==> src/rtl/lenet_pkg.sv <==
// Shared types and width helpers for the LeNet response collector.
// The package is imported by the collector top and its cycle timer.
package lenet_pkg;

  typedef enum logic [2:0] {
    IDLE   = 3'd0,
    LAUNCH = 3'd1,
    WAIT   = 3'd2,
    GAP    = 3'd3,
    DONE   = 3'd4
  } state_t;

  localparam int DIG_W_DEF = 4;

  // Width of the digit index; it must be able to hold N_RESP itself.
  function automatic int idx_w(input int n_resp);
    return $clog2(n_resp + 1);
  endfunction

  // Counter width for a terminal count of limit-1.
  // The result is never smaller than one bit.
  function automatic int cnt_w(input int limit);
    if (limit < 2) begin
      return 1;
    end else begin
      return $clog2(limit);
    end
  endfunction

endpackage

==> src/rtl/cycle_timer.sv <==
// Clear/enable up-counter with a terminal-count flag at LIMIT-1.
// LIMIT=0 reports terminal count at all times.
module cycle_timer
  import lenet_pkg::*;
#(
  parameter int LIMIT = 16
) (
  input  logic clk_i,
  input  logic rst_i,
  input  logic clr_i,
  input  logic en_i,
  output logic tc_o
);

  localparam int CW = cnt_w(LIMIT);
  localparam logic [CW-1:0] TC_VAL = (LIMIT > 0) ? CW'(LIMIT - 1) : '0;

  logic [CW-1:0] count_q;
  logic [CW-1:0] count_d;

  // Next count: clear has priority over enable.
  always_comb begin
    count_d = count_q;
    if (clr_i) begin
      count_d = '0;
    end else if (en_i) begin
      count_d = count_q + CW'(1);
    end else begin
      count_d = count_q;
    end
  end

  // Count register with synchronous reset.
  always_ff @(posedge clk_i) begin
    if (rst_i) begin
      count_q <= '0;
    end else begin
      count_q <= count_d;
    end
  end

  assign tc_o = (LIMIT == 0) ? 1'b1 : (count_q == TC_VAL);

endmodule

==> src/rtl/lenet_resp_collector.sv <==
// Launches N_RESP inferences on the LeNet core and packs the returned digits into one response word.
// The sequencer is guarded by a timeout and presents the result on a valid/ack handshake.
module lenet_resp_collector
  import lenet_pkg::*;
#(
  parameter int N_RESP      = 8,
  parameter int DIG_W       = DIG_W_DEF,
  parameter int GAP_CYC     = 16,
  parameter int TIMEOUT_CYC = 5_000_000
) (
  input  logic                          clk,
  input  logic                          rst,
  input  logic                          start,
  output logic                          go,
  input  logic                          ready,
  input  logic [DIG_W-1:0]              digit,
  output logic [N_RESP*DIG_W-1:0]       resp,
  output logic                          resp_valid,
  input  logic                          resp_ack,
  output logic                          busy,
  output logic                          timeout_err,
  output logic [$clog2(N_RESP+1)-1:0]   idx
);

  localparam int IDX_W  = idx_w(N_RESP);
  localparam int RESP_W = N_RESP * DIG_W;

  state_t              state_q, state_d;
  logic [IDX_W-1:0]    idx_q, idx_d;
  logic [RESP_W-1:0]   resp_q, resp_d;
  logic                terr_q, terr_d;
  logic                go_q, busy_q, valid_q;

  logic tmr_clr_s, tmr_en_s, tmr_tc_s;
  logic gap_clr_s, gap_en_s, gap_tc_s;

  cycle_timer #(.LIMIT(TIMEOUT_CYC)) u_wait_tmr (
    .clk_i (clk),
    .rst_i (rst),
    .clr_i (tmr_clr_s),
    .en_i  (tmr_en_s),
    .tc_o  (tmr_tc_s)
  );

  // The gap counter sits at zero whenever the FSM is outside GAP.
  assign gap_clr_s = (state_q != GAP);
  assign gap_en_s  = (state_q == GAP);

  cycle_timer #(.LIMIT(GAP_CYC)) u_gap_tmr (
    .clk_i (clk),
    .rst_i (rst),
    .clr_i (gap_clr_s),
    .en_i  (gap_en_s),
    .tc_o  (gap_tc_s)
  );

  // Next-state, digit capture and error logic.
  always_comb begin
    state_d   = state_q;
    idx_d     = idx_q;
    resp_d    = resp_q;
    terr_d    = terr_q;
    tmr_clr_s = 1'b0;
    tmr_en_s  = 1'b0;
    case (state_q)
      IDLE: begin
        if (start) begin
          state_d = LAUNCH;
          idx_d   = '0;
          resp_d  = '0;
          terr_d  = 1'b0;
        end else begin
          state_d = IDLE;
        end
      end
      LAUNCH: begin
        tmr_clr_s = 1'b1;
        state_d   = WAIT;
      end
      WAIT: begin
        tmr_en_s = 1'b1;
        // A ready on the final timeout cycle still wins over the abort.
        if (ready) begin
          for (int k = 0; k < N_RESP; k++) begin
            if (idx_q == IDX_W'(k)) begin
              resp_d[k*DIG_W +: DIG_W] = digit;
            end else begin
              resp_d[k*DIG_W +: DIG_W] = resp_q[k*DIG_W +: DIG_W];
            end
          end
          idx_d = idx_q + IDX_W'(1);
          if (idx_q == IDX_W'(N_RESP - 1)) begin
            state_d = DONE;
          end else if (GAP_CYC == 0) begin
            state_d = LAUNCH;
          end else begin
            state_d = GAP;
          end
        end else if (tmr_tc_s) begin
          terr_d  = 1'b1;
          state_d = IDLE;
        end else begin
          state_d = WAIT;
        end
      end
      GAP: begin
        if (gap_tc_s) begin
          state_d = LAUNCH;
        end else begin
          state_d = GAP;
        end
      end
      DONE: begin
        if (resp_ack) begin
          state_d = IDLE;
        end else begin
          state_d = DONE;
        end
      end
      default: begin
        state_d = IDLE;
      end
    endcase
  end

  // State and registered outputs; outputs are decoded from the next state so they align with it.
  always_ff @(posedge clk) begin
    if (rst) begin
      state_q <= IDLE;
      idx_q   <= '0;
      resp_q  <= '0;
      terr_q  <= 1'b0;
      go_q    <= 1'b0;
      busy_q  <= 1'b0;
      valid_q <= 1'b0;
    end else begin
      state_q <= state_d;
      idx_q   <= idx_d;
      resp_q  <= resp_d;
      terr_q  <= terr_d;
      go_q    <= (state_d == LAUNCH);
      busy_q  <= (state_d != IDLE);
      valid_q <= (state_d == DONE);
    end
  end

  assign go          = go_q;
  assign busy        = busy_q;
  assign resp_valid  = valid_q;
  assign timeout_err = terr_q;
  assign idx         = idx_q;
  assign resp        = resp_q;

endmodule
==> config.mk <==
export PLATFORM = sky130hd
export DESIGN_NAME = lenet_resp_collector
export DESIGN_NICKNAME = d
export VERILOG_FILES = /design/src/rtl/lenet_pkg.sv /design/src/rtl/cycle_timer.sv /design/src/rtl/lenet_resp_collector.sv
export SDC_FILE = /design/constraint.sdc
export NUM_CORES = 1
export LEC_CHECK = 0
export CORE_MARGIN = 2
export CORE_UTILIZATION = 45
export DETAILED_ROUTE_END_ITERATION = 8
export GPL_ROUTABILITY_DRIVEN = 0
export PLACE_DENSITY = 0.73
export SYNTH_ARGS = -nofsm -noshare
export SYNTH_HDL_FRONTEND = slang
export SYNTH_HIERARCHICAL = 1
export SYNTH_SLANG_ARGS = --single-unit
==> constraint.sdc <==
create_clock -name clk -period 6 [get_ports clk]
set_input_delay 0.6 -clock clk [delete_from_list [all_inputs] [get_ports clk]]
set_output_delay 0.6 -clock clk [all_outputs]
set_load 0.05 [all_outputs]
Word level (Yosys, flattened, before mapping)

Index checks and enable logic that the tools add are counted.

Word-level logic and storage cells: 90
Input bits: 9
Register bits after elaboration: 70
Output and inout port bits: 40

Multiplexer cells: 27
Reduce and logical (&&, ||, !) cells: 16
Equal/unequal tests: 28
Add/sub/neg operators: 3

Operators with widths:

| cell                                                                  | count |
|---|---|
| 32-bit two-way mux                                                    | 2 |
| 32-bit one-hot mux with 2 select lines                                | 1 |
| 4-bit two-way mux                                                     | 10 |
| 4-bit AND reduction                                                   | 9 |
| 2-bit != test, second input constant                                  | 12 |
| 23-bit by 1-bit adder with 23-bit output, second input constant       | 1 |
| 23-bit equality test, second input constant                           | 1 |
| 4-bit by 3-bit equality test with 1-bit output, second input constant | 4 |
| 3-bit one-hot mux with 5 select lines                                 | 1 |
| 3-bit two-way mux                                                     | 3 |
| 4-bit by 1-bit adder with 4-bit output, second input constant         | 2 |
| 4-bit by 2-bit equality test with 1-bit output, second input constant | 2 |
| 4-bit one-hot mux with 2 select lines                                 | 1 |
| 3-bit by 1-bit equality test with 1-bit output, second input constant | 2 |
| 3-bit by 2-bit equality test with 1-bit output, second input constant | 2 |
| 3-bit equality test, second input constant                            | 2 |
| 1-bit two-way mux                                                     | 6 |
| 4-bit by 1-bit equality test with 1-bit output, second input constant | 1 |
| 4-bit equality test, second input constant                            | 1 |
| 4-bit logical NOT                                                     | 1 |
| 2-bit two-way mux                                                     | 2 |
| 2-bit OR reduction                                                    | 2 |
| 3-bit logical NOT                                                     | 1 |
| 3-bit by 2-bit != test with 1-bit output, second input constant       | 1 |
| 4 further kinds                                                       | 4 |

Logic depth before layout (Yosys ltp)

Gate-level depths: netlist (run 1).

Depth in word-level cells: 5
Depth in mapped cells: 7
Depth with buffers taken out: 7

Cells and area by module

Netlist (run 1), hierarchy kept.

Modules (own cells, without submodules):

| module                   | cells an instance | area each (um^2) | seq. area each (um^2) | times used |
|---|---|---|---|---|
| lenet_resp_collector     | 188               | 1759.2           | 860.8                 | 1 |
| cycle_timer (u_wait_tmr) | 131               | 1112.3           | 460.4                 | 1 |
| cycle_timer (u_gap_tmr)  | 18                | 183.9            | 80.1                  | 1 |

Worst setup path after synthesis (run 1)

No wires, ideal clock.

Path type: register -> register
From: reg state_q[1]
To: reg u_wait_tmr.count_q[16]
Cell stages (with the launch flop): 8
Library setup time: 0.070 ns
Slack: 3.881 ns
Path buffers: 2
Arrival: 2.049 ns
Data required time: 5.930 ns
Path through: dfxtp_1 -> buf_2 -> nor3b_4 -> nand4_2 -> or2_0 -> buf_2 -> or4_1 -> a21oi_1

Cells in the longest elaborated chain, start to end: 3
Elaborated cells between the ends (all ways): 5
Classes of those cells: 2 x eq/ne; 2 x mux; 1 x reduce/logical

RTL lines:

| what                                           | RTL line                    | text |
|---|---|---|
| start: declaration                             | lenet_resp_collector.sv:28  | `state_t state_q, state_d;` |
| start signal: assignment                       | lenet_resp_collector.sv:137 | `state_q <= state_d;` |
| 3-bit by 1-bit equality test with 1-bit output | lenet_resp_collector.sv:65  | `case (state_q)` |
| 1-bit two-way mux                              | lenet_resp_collector.sv:65  |  |
| 2-bit OR reduction (no source line)            | -                           |  |
| end signal: assignment                         | cycle_timer.sv:38           | `count_q <= count_d;` |
| end: declaration                               | cycle_timer.sv:18           | `logic [CW-1:0] count_q;` |

Several ways; a longest one is shown, not always the timed one.
A chain may end at the register's enable or synchronous reset.

Worst setup path in the final report (run 1)

From: reg state_q[1]
To: reg u_wait_tmr.count_q[18]

Same word-level chain as after synthesis.

==> flow_summary_export.csv, run 1 <==
group,metric,value,unit
cts,holdBufCountCts,0,
logic_synthesis,syn_area_per_cell,9.07,sq um
logic_synthesis,postSynthCellCount,337,
timing,hold_viol,0,
drt,met1Wirelength,3310,um
global_routing,grt_antenna_before_repair,0,
worst_hold_path,hp-class,"flip-flop to flip-flop",
cells_and_area,antenna_cells,0,
setup_path,cpMaxStageDelayCell,"dfxtp_1",
power_and_ir_drop,comb_power_share,7.5,%
setup_path,crit_chain,"nor3b_4, nand4_2, or2_0, or4_1, a21oi_1",
logic_synthesis,synthArstFlopShare,0,%
timing,rsz0062_at_grt,"false",
drt,avgRoutedWirePerCell,14.3,um
power_and_ir_drop,fin_total_pwr,1060,uW
drt,wl_met2,2880,um
logic_synthesis,synth_flop_cell,"dfxtp_1",
power_and_ir_drop,p_int,819,uW
setup_path,slowest_delay,560,ps
power_and_ir_drop,p_clk_share,47.5,%
cts,cts-root-buf,"clkbuf_8",
logic_synthesis,syn_nets,352,
power_and_ir_drop,ir_drop,0.000135,V
power_and_ir_drop,swShare,22.8,%
setup_path,path_buf_inv,0,
power_and_ir_drop,power.density,276,nW/um^2
setup_path,crit_type,"flip-flop to flip-flop",
logic_synthesis,seq_area_frac_synth,45.9,%
power_and_ir_drop,pwr-share-seq,45.0,%
timing,slew_violations,0,
cts,clock_sink_count,70,
drt,drt-vias-per-instance,5.53,
cts,cts_setup_buffers,0,
setup_path,cp.arrival,2720,ps
timing,period_share,40.9,%
timing,worst_slack,3550,ps
flow_run,drv_cap,0,
die,die_h,86.4,um
drt,dr.first_iter.drc_count,182,
die,die-area,7460,sq um
setup_path,startpoint_type,"flip-flop",
power_and_ir_drop,switchingPower,241,uW
die,fp-row-count,30,
drt,drtPass1Iterations,4,
drt,antenna_left,0,
global_routing,first_global_vias,2329,
die,die_x,86.4,um
timing,min_period,2450,ps
cts,postCtsResizedCells,0,
logic_synthesis,yosys.area.top_type,"dfxtp_1",
die,ios,49,
logic_synthesis,ys_ff_latch,70,
setup_path,crit_path_end_kind,"flip-flop",
timing,finalSetupViolations,0,
place,io_buffers,48,
setup_path,cp_max_fo,12,
timing,finalSetupTns,0,ps
logic_synthesis,synth_edf_count,0,
logic_synthesis,ys_warn_count,6,
logic_synthesis,syn-cell-area,3060,sq um
timing,relSlewSlack,50.0,%
outcome,status,"completed",
cells_and_area,areaGrowthSynthToFinish,25.6,%
drt,wl_met3,376,um
place,place_hpwl,4840,um
global_routing,grt_pass1_wl,10900,um
cts,htreeDepth,3,
power_and_ir_drop,leakagePower,0.00136,uW
drt,highest_layer,"met4",
die,start_util,45.7,%
timing,clock_skew,7.32,ps
global_routing,grtUsageTotal,18.4,%
setup_path,path_delay_family,"simple AND/OR/NAND/NOR gates",
global_routing,grt_max_degree,24,
logic_synthesis,synth.area.top_cells,"dfxtp_1, nand3_1, o21ai_1",
drt,vias,2592,
die,coreArea,6680,sq um
place,dpl_worst_slack,3270,ps
setup_path,required,6270,ps
timing,max_freq,0.408,GHz
cts,cts_tree,"done",
timing,worstMarginPinSlew,747,ps
cts,clock_path_buffers,2,
cts,clkSlewWorstSetupHoldPaths,80,ps
cells_and_area,fillers,611,
global_routing,overflow,0,
cells_and_area,nets,399,
cts,cts_buffers,9,
cells_and_area,drive_gt1_share,8.74,%
logic_synthesis,ys_types,54,
logic_synthesis,synth_top_area_share,45.9,%
cts,clk_latency,340,ps
drt,wirelength,6700,um
drt,route.detailed.drc,0,
## cell type report
| cell class | count | area (sq um) | area share (%) |
|---|---|---|---|
| tap | 80 | 100 | 2.61 |
| clock buffer | 9 | 124 | 3.23 |
| sequential | 70 | 1400 | 36.5 |
| multi-input combinational | 247 | 1550 | 40.5 |
| inverter | 8 | 30.0 | 0.783 |
| timing repair buffer | 48 | 480 | 12.5 |
| clock inverter | 7 | 146 | 3.82 |
## cells in the mapped netlist, drive strengths merged (5+ instances only)
library cell / n
xor2: 9
xnor2: 5
nand2b: 7
or3: 6
ha: 6
o21ai: 30
nand3b: 7
dfxtp: 70
and3: 7
nand4: 14
nand2: 24
nor2: 25
a21oi: 17
mux2i: 7
buf: 8
nand3: 38
inv: 8
## flip-flops by register name, indices dropped and copies added (netlist names)
register	cells
u_wait_tmr/count_q	23
state_q	3
busy	1
timeout_err	1
resp_valid	1
u_gap_tmr/count_q	4
idx	4
go	1
resp	32
## through the flow
| step | instance area (sq um) | cells | hold slack (ps) | util, % |
|---|---|---|---|---|
| 3_5_place_dp | 3570 | 453 | 454 | 53.4 |
| 5_1_grt | 3840 | 469 | 484 | 57.4 |
| 6_report | 3840 | 469 | 462 | 57.4 |
| 3_3_place_gp | 3570 | 453 | 449 | 53.4 |
| 4_1_cts | 3840 | 469 | 465 | 57.4 |
| 2_1_floorplan | 3060 | 337 | 447 | - |
## tightest hold or removal path, stage by stage (launching register included)
cell	delay, ps
dfxtp_1	310
nand3_1	60
o21ai_1	50
## cell families after synthesis
group	count (synthesis)	share of synthesized area, %
AOI/OAI and AO/OA	61	11.7
xor gates and xnor gates	14	4.01
adders and majority gates	6	2.46
buffers and inverters	20	3.28
DFF	70	45.9
muxes	9	3.03
and+or+nand+nor	157	29.6
## power by group through the flow
stage | Combinational (uW) | Clock (uW) | Sequential [uW]
2_1_floorplan | 48.2 | 0 | 498
3_3_place_gp | 78.8 | 0 | 488
3_5_place_dp | 79.3 | 0 | 488
4_1_cts | 79.6 | 515 | 477
5_1_grt | 86.0 | 533 | 478
6_report | 79.6 | 503 | 477
## final timing paths
kind                               from  slack, ps  depth (start not counted)                                   to
setup reg to reg  state_q[1]$_SDFF_PP0_       3550                          5  u_wait_tmr/count_q[18]$_SDFFE_PP0P_
hold reg to reg   resp[16]$_SDFFE_PP0P_        460                          2                resp[16]$_SDFFE_PP0P_
hold / removal    resp[16]$_SDFFE_PP0P_        460                          2                resp[16]$_SDFFE_PP0P_
setup / recovery  state_q[1]$_SDFF_PP0_       3550                          5  u_wait_tmr/count_q[18]$_SDFFE_PP0P_
## metal layers
layer,track usage (%),vias up
li1,-,1318
met1,25.8,1197
met2,26.4,62
met3,4.19,15
met4,9.52,0
met5,0,-
## placed cells by master, fill, tap and decap left out, drive strengths merged, types with 9 or more instances in the layout
| cell | n |
|---|---|
| nand3 | 38 |
| o21ai | 30 |
| nor2 | 25 |
| clkbuf | 9 |
| nand4 | 14 |
| dfxtp | 70 |
| a21oi | 17 |
| nand2 | 24 |
| clkdlybuf4s50 | 48 |
| xor2 | 9 |
(Power assumes the default switching activity.)
==> inputs of run 2 (changes only) <==
--- a/config.mk
+++ b/config.mk
@@ -9,7 +9,7 @@
 export CORE_UTILIZATION = 45
 export DETAILED_ROUTE_END_ITERATION = 8
 export GPL_ROUTABILITY_DRIVEN = 0
-export PLACE_DENSITY = 0.73
+export PLACE_DENSITY = 0.76
 export SYNTH_ARGS = -nofsm -noshare
 export SYNTH_HDL_FRONTEND = slang
 export SYNTH_HIERARCHICAL = 1
==> constraint.sdc (replaced) <==
create_clock -name clk -period 2 [get_ports clk]
set_input_delay 0.2 -clock clk [delete_from_list [all_inputs] [get_ports clk]]
set_output_delay 0.2 -clock clk [all_outputs]
set_load 0.05 [all_outputs]
==> flow_summary_export.csv, run 2 (same netlist as run 1, synthesis figures left out) <==
group,metric,value,unit
outcome,status,"completed",
setup_path,path_delay_family,"simple AND/OR/NAND/NOR gates",
die,start_util,45.7,%
setup_path,crit_path_end_kind,"flip-flop",
timing,rsz0062_at_grt,"false",
setup_path,cp_max_fo,5,
cts,clk_latency,340,ps
setup_path,cp.arrival,2120,ps
timing,finalSetupViolations,0,
cells_and_area,areaGrowthSynthToFinish,26.1,%
global_routing,grtUsageTotal,19.4,%
setup_path,startpoint_type,"flip-flop",
cells_and_area,antenna_cells,0,
cts,clkSlewWorstSetupHoldPaths,80,ps
worst_hold_path,hp-class,"flip-flop to flip-flop",
timing,finalSetupTns,0,ps
die,coreArea,6680,sq um
place,place_hpwl,5120,um
timing,fin_hold_ws,462,ps
cts,clock_sink_count,70,
drt,antenna_left,0,
die,die-area,7460,sq um
die,fp-row-count,30,
timing,max_freq,0.523,GHz
cells_and_area,seqCellArea,1400,sq um
timing,hold_viol,0,
drt,wirelength,7000,um
timing,worst_slack,88.1,ps
cts,clock_path_buffers,2,
timing,relSlewSlack,63.9,%
cts,htreeDepth,3,
setup_path,cpMaxStageDelayCell,"dfxtp_1",
cells_and_area,postLayoutCellArea,3850,sq um
cells_and_area,nets,410,
drt,met1Wirelength,3380,um
cells_and_area,multiInputGateArea,1570,sq um
drt,drt-vias-per-instance,5.55,
cells_and_area,mostFrequentLayoutCell,"dfxtp_1",
setup_path,slowest_delay,360,ps
power_and_ir_drop,ir_drop,0.000390,V
setup_path,required,2210,ps
drt,highest_layer,"met4",
cells_and_area,drive_gt1_share,11.8,%
drt,route.detailed.drc,0,
power_and_ir_drop,power.density,716,nW/um^2
timing,period_share,95.6,%
drt,avgRoutedWirePerCell,14.6,um
flow_run,drv_cap,0,
cells_and_area,mostFrequentLayoutCells,"dfxtp_1, clkdlybuf4s50_1, nand3_1, nor2_1, o21ai_1",
drt,wl_met3,245,um
timing,worstMarginPinSlew,540,ps
die,die_h,86.4,um
drt,wl_met2,3290,um
timing,slew_violations,0,
global_routing,grt_pass1_wl,11500,um
drt,vias,2662,
timing,clock_skew,10.3,ps
die,ios,49,
drt,drtPass1Iterations,4,
drt,dr.first_iter.drc_count,150,
place,dpl_worst_slack,-39.4,ps
setup_path,crit_chain,"nor4b_1, nand4_1, nor4_4, or4b_1, a21oi_2, o21ba_2, nand3b_1",
place,place_area,3650,sq um
cts,cts-root-buf,"clkbuf_8",
place,io_buffers,48,
die,die_x,86.4,um
global_routing,first_global_vias,2415,
setup_path,crit_type,"flip-flop to flip-flop",
cells_and_area,largest_reg_flops,32,
global_routing,grt_max_degree,23,
setup_path,path_buf_inv,0,
power_and_ir_drop,leakagePower,0.00137,uW
cells_and_area,fillers,576,
global_routing,grt_antenna_before_repair,0,
cts,cts_tree,"done",
timing,min_period,1910,ps
cts,cts_buffers,9,
global_routing,overflow,0,
==> run 2: path summary, 6_finish.rpt <==
| kind | cells after the start | to | startpoint | slack [ps] |
|---|---|---|---|---|
| worst min-delay path | 2 | resp[5]$_SDFFE_PP0P_ | resp[5]$_SDFFE_PP0P_ | 460 |
| worst max-delay path | 7 | busy$_SDFF_PP0_ | u_wait_tmr/count_q[10]$_SDFFE_PP0P_ | 90 |
| worst min register to register | 2 | resp[5]$_SDFFE_PP0P_ | resp[5]$_SDFFE_PP0P_ | 460 |
| worst max register to register | 7 | busy$_SDFF_PP0_ | u_wait_tmr/count_q[10]$_SDFFE_PP0P_ | 90 |
==> run 2: timing repair <==
item / CTS / global route
gates resized for setup: 1 / 1
setup endpoints to repair: 1 / 1
pin swaps: 0 / 1
buffers inserted: 0 / 0
hold buffers: 0 / 0
==> run 2: through the flow <==
step / cells / power, uW / util [%]
floorplan: 337 / 1640 / -
global placement: 464 / 1720 / 54.6
detailed placement: 464 / 1720 / 54.6
CTS: 480 / 2790 / 57.5
global route: 480 / 2880 / 57.7
finish: 480 / 2760 / 57.7
==> run 2: power by group <==
| part | total, uW | switching (uW) | internal (uW) |
|---|---|---|---|
| Clock | 1070 | 588 | 477 |
| Combinational | 271 | 172 | 99.3 |
| Sequential | 1420 | 11.8 | 1410 |
| Total | 2760 | 772 | 1990 |
==> run 2: per-layer routing <==
metal  GRT usage (%)  up-vias
li1                -     1344
met1            26.9     1260
met2            29.9       50
met3            3.90        8
met4            6.96        0
met5               0        -
==> run 2: final cells by class <==
type                       instances  share of cell area (%)
inverter                           8                   0.779
tap                               80                    2.60
timing repair buffer              59                    14.6
sequential                        70                    36.4
clock buffer                       9                    3.22
clock inverter                     7                    1.66
multi-input combinational        247                    40.7
==> run 2: worst min-delay path, delay by kind of cell (launching register included) <==
kind             cells  cell delay (ps)
flip-flops           1              310
AND/OR/NAND/NOR      1               50
AO/OA/AOI/OAI        1               50
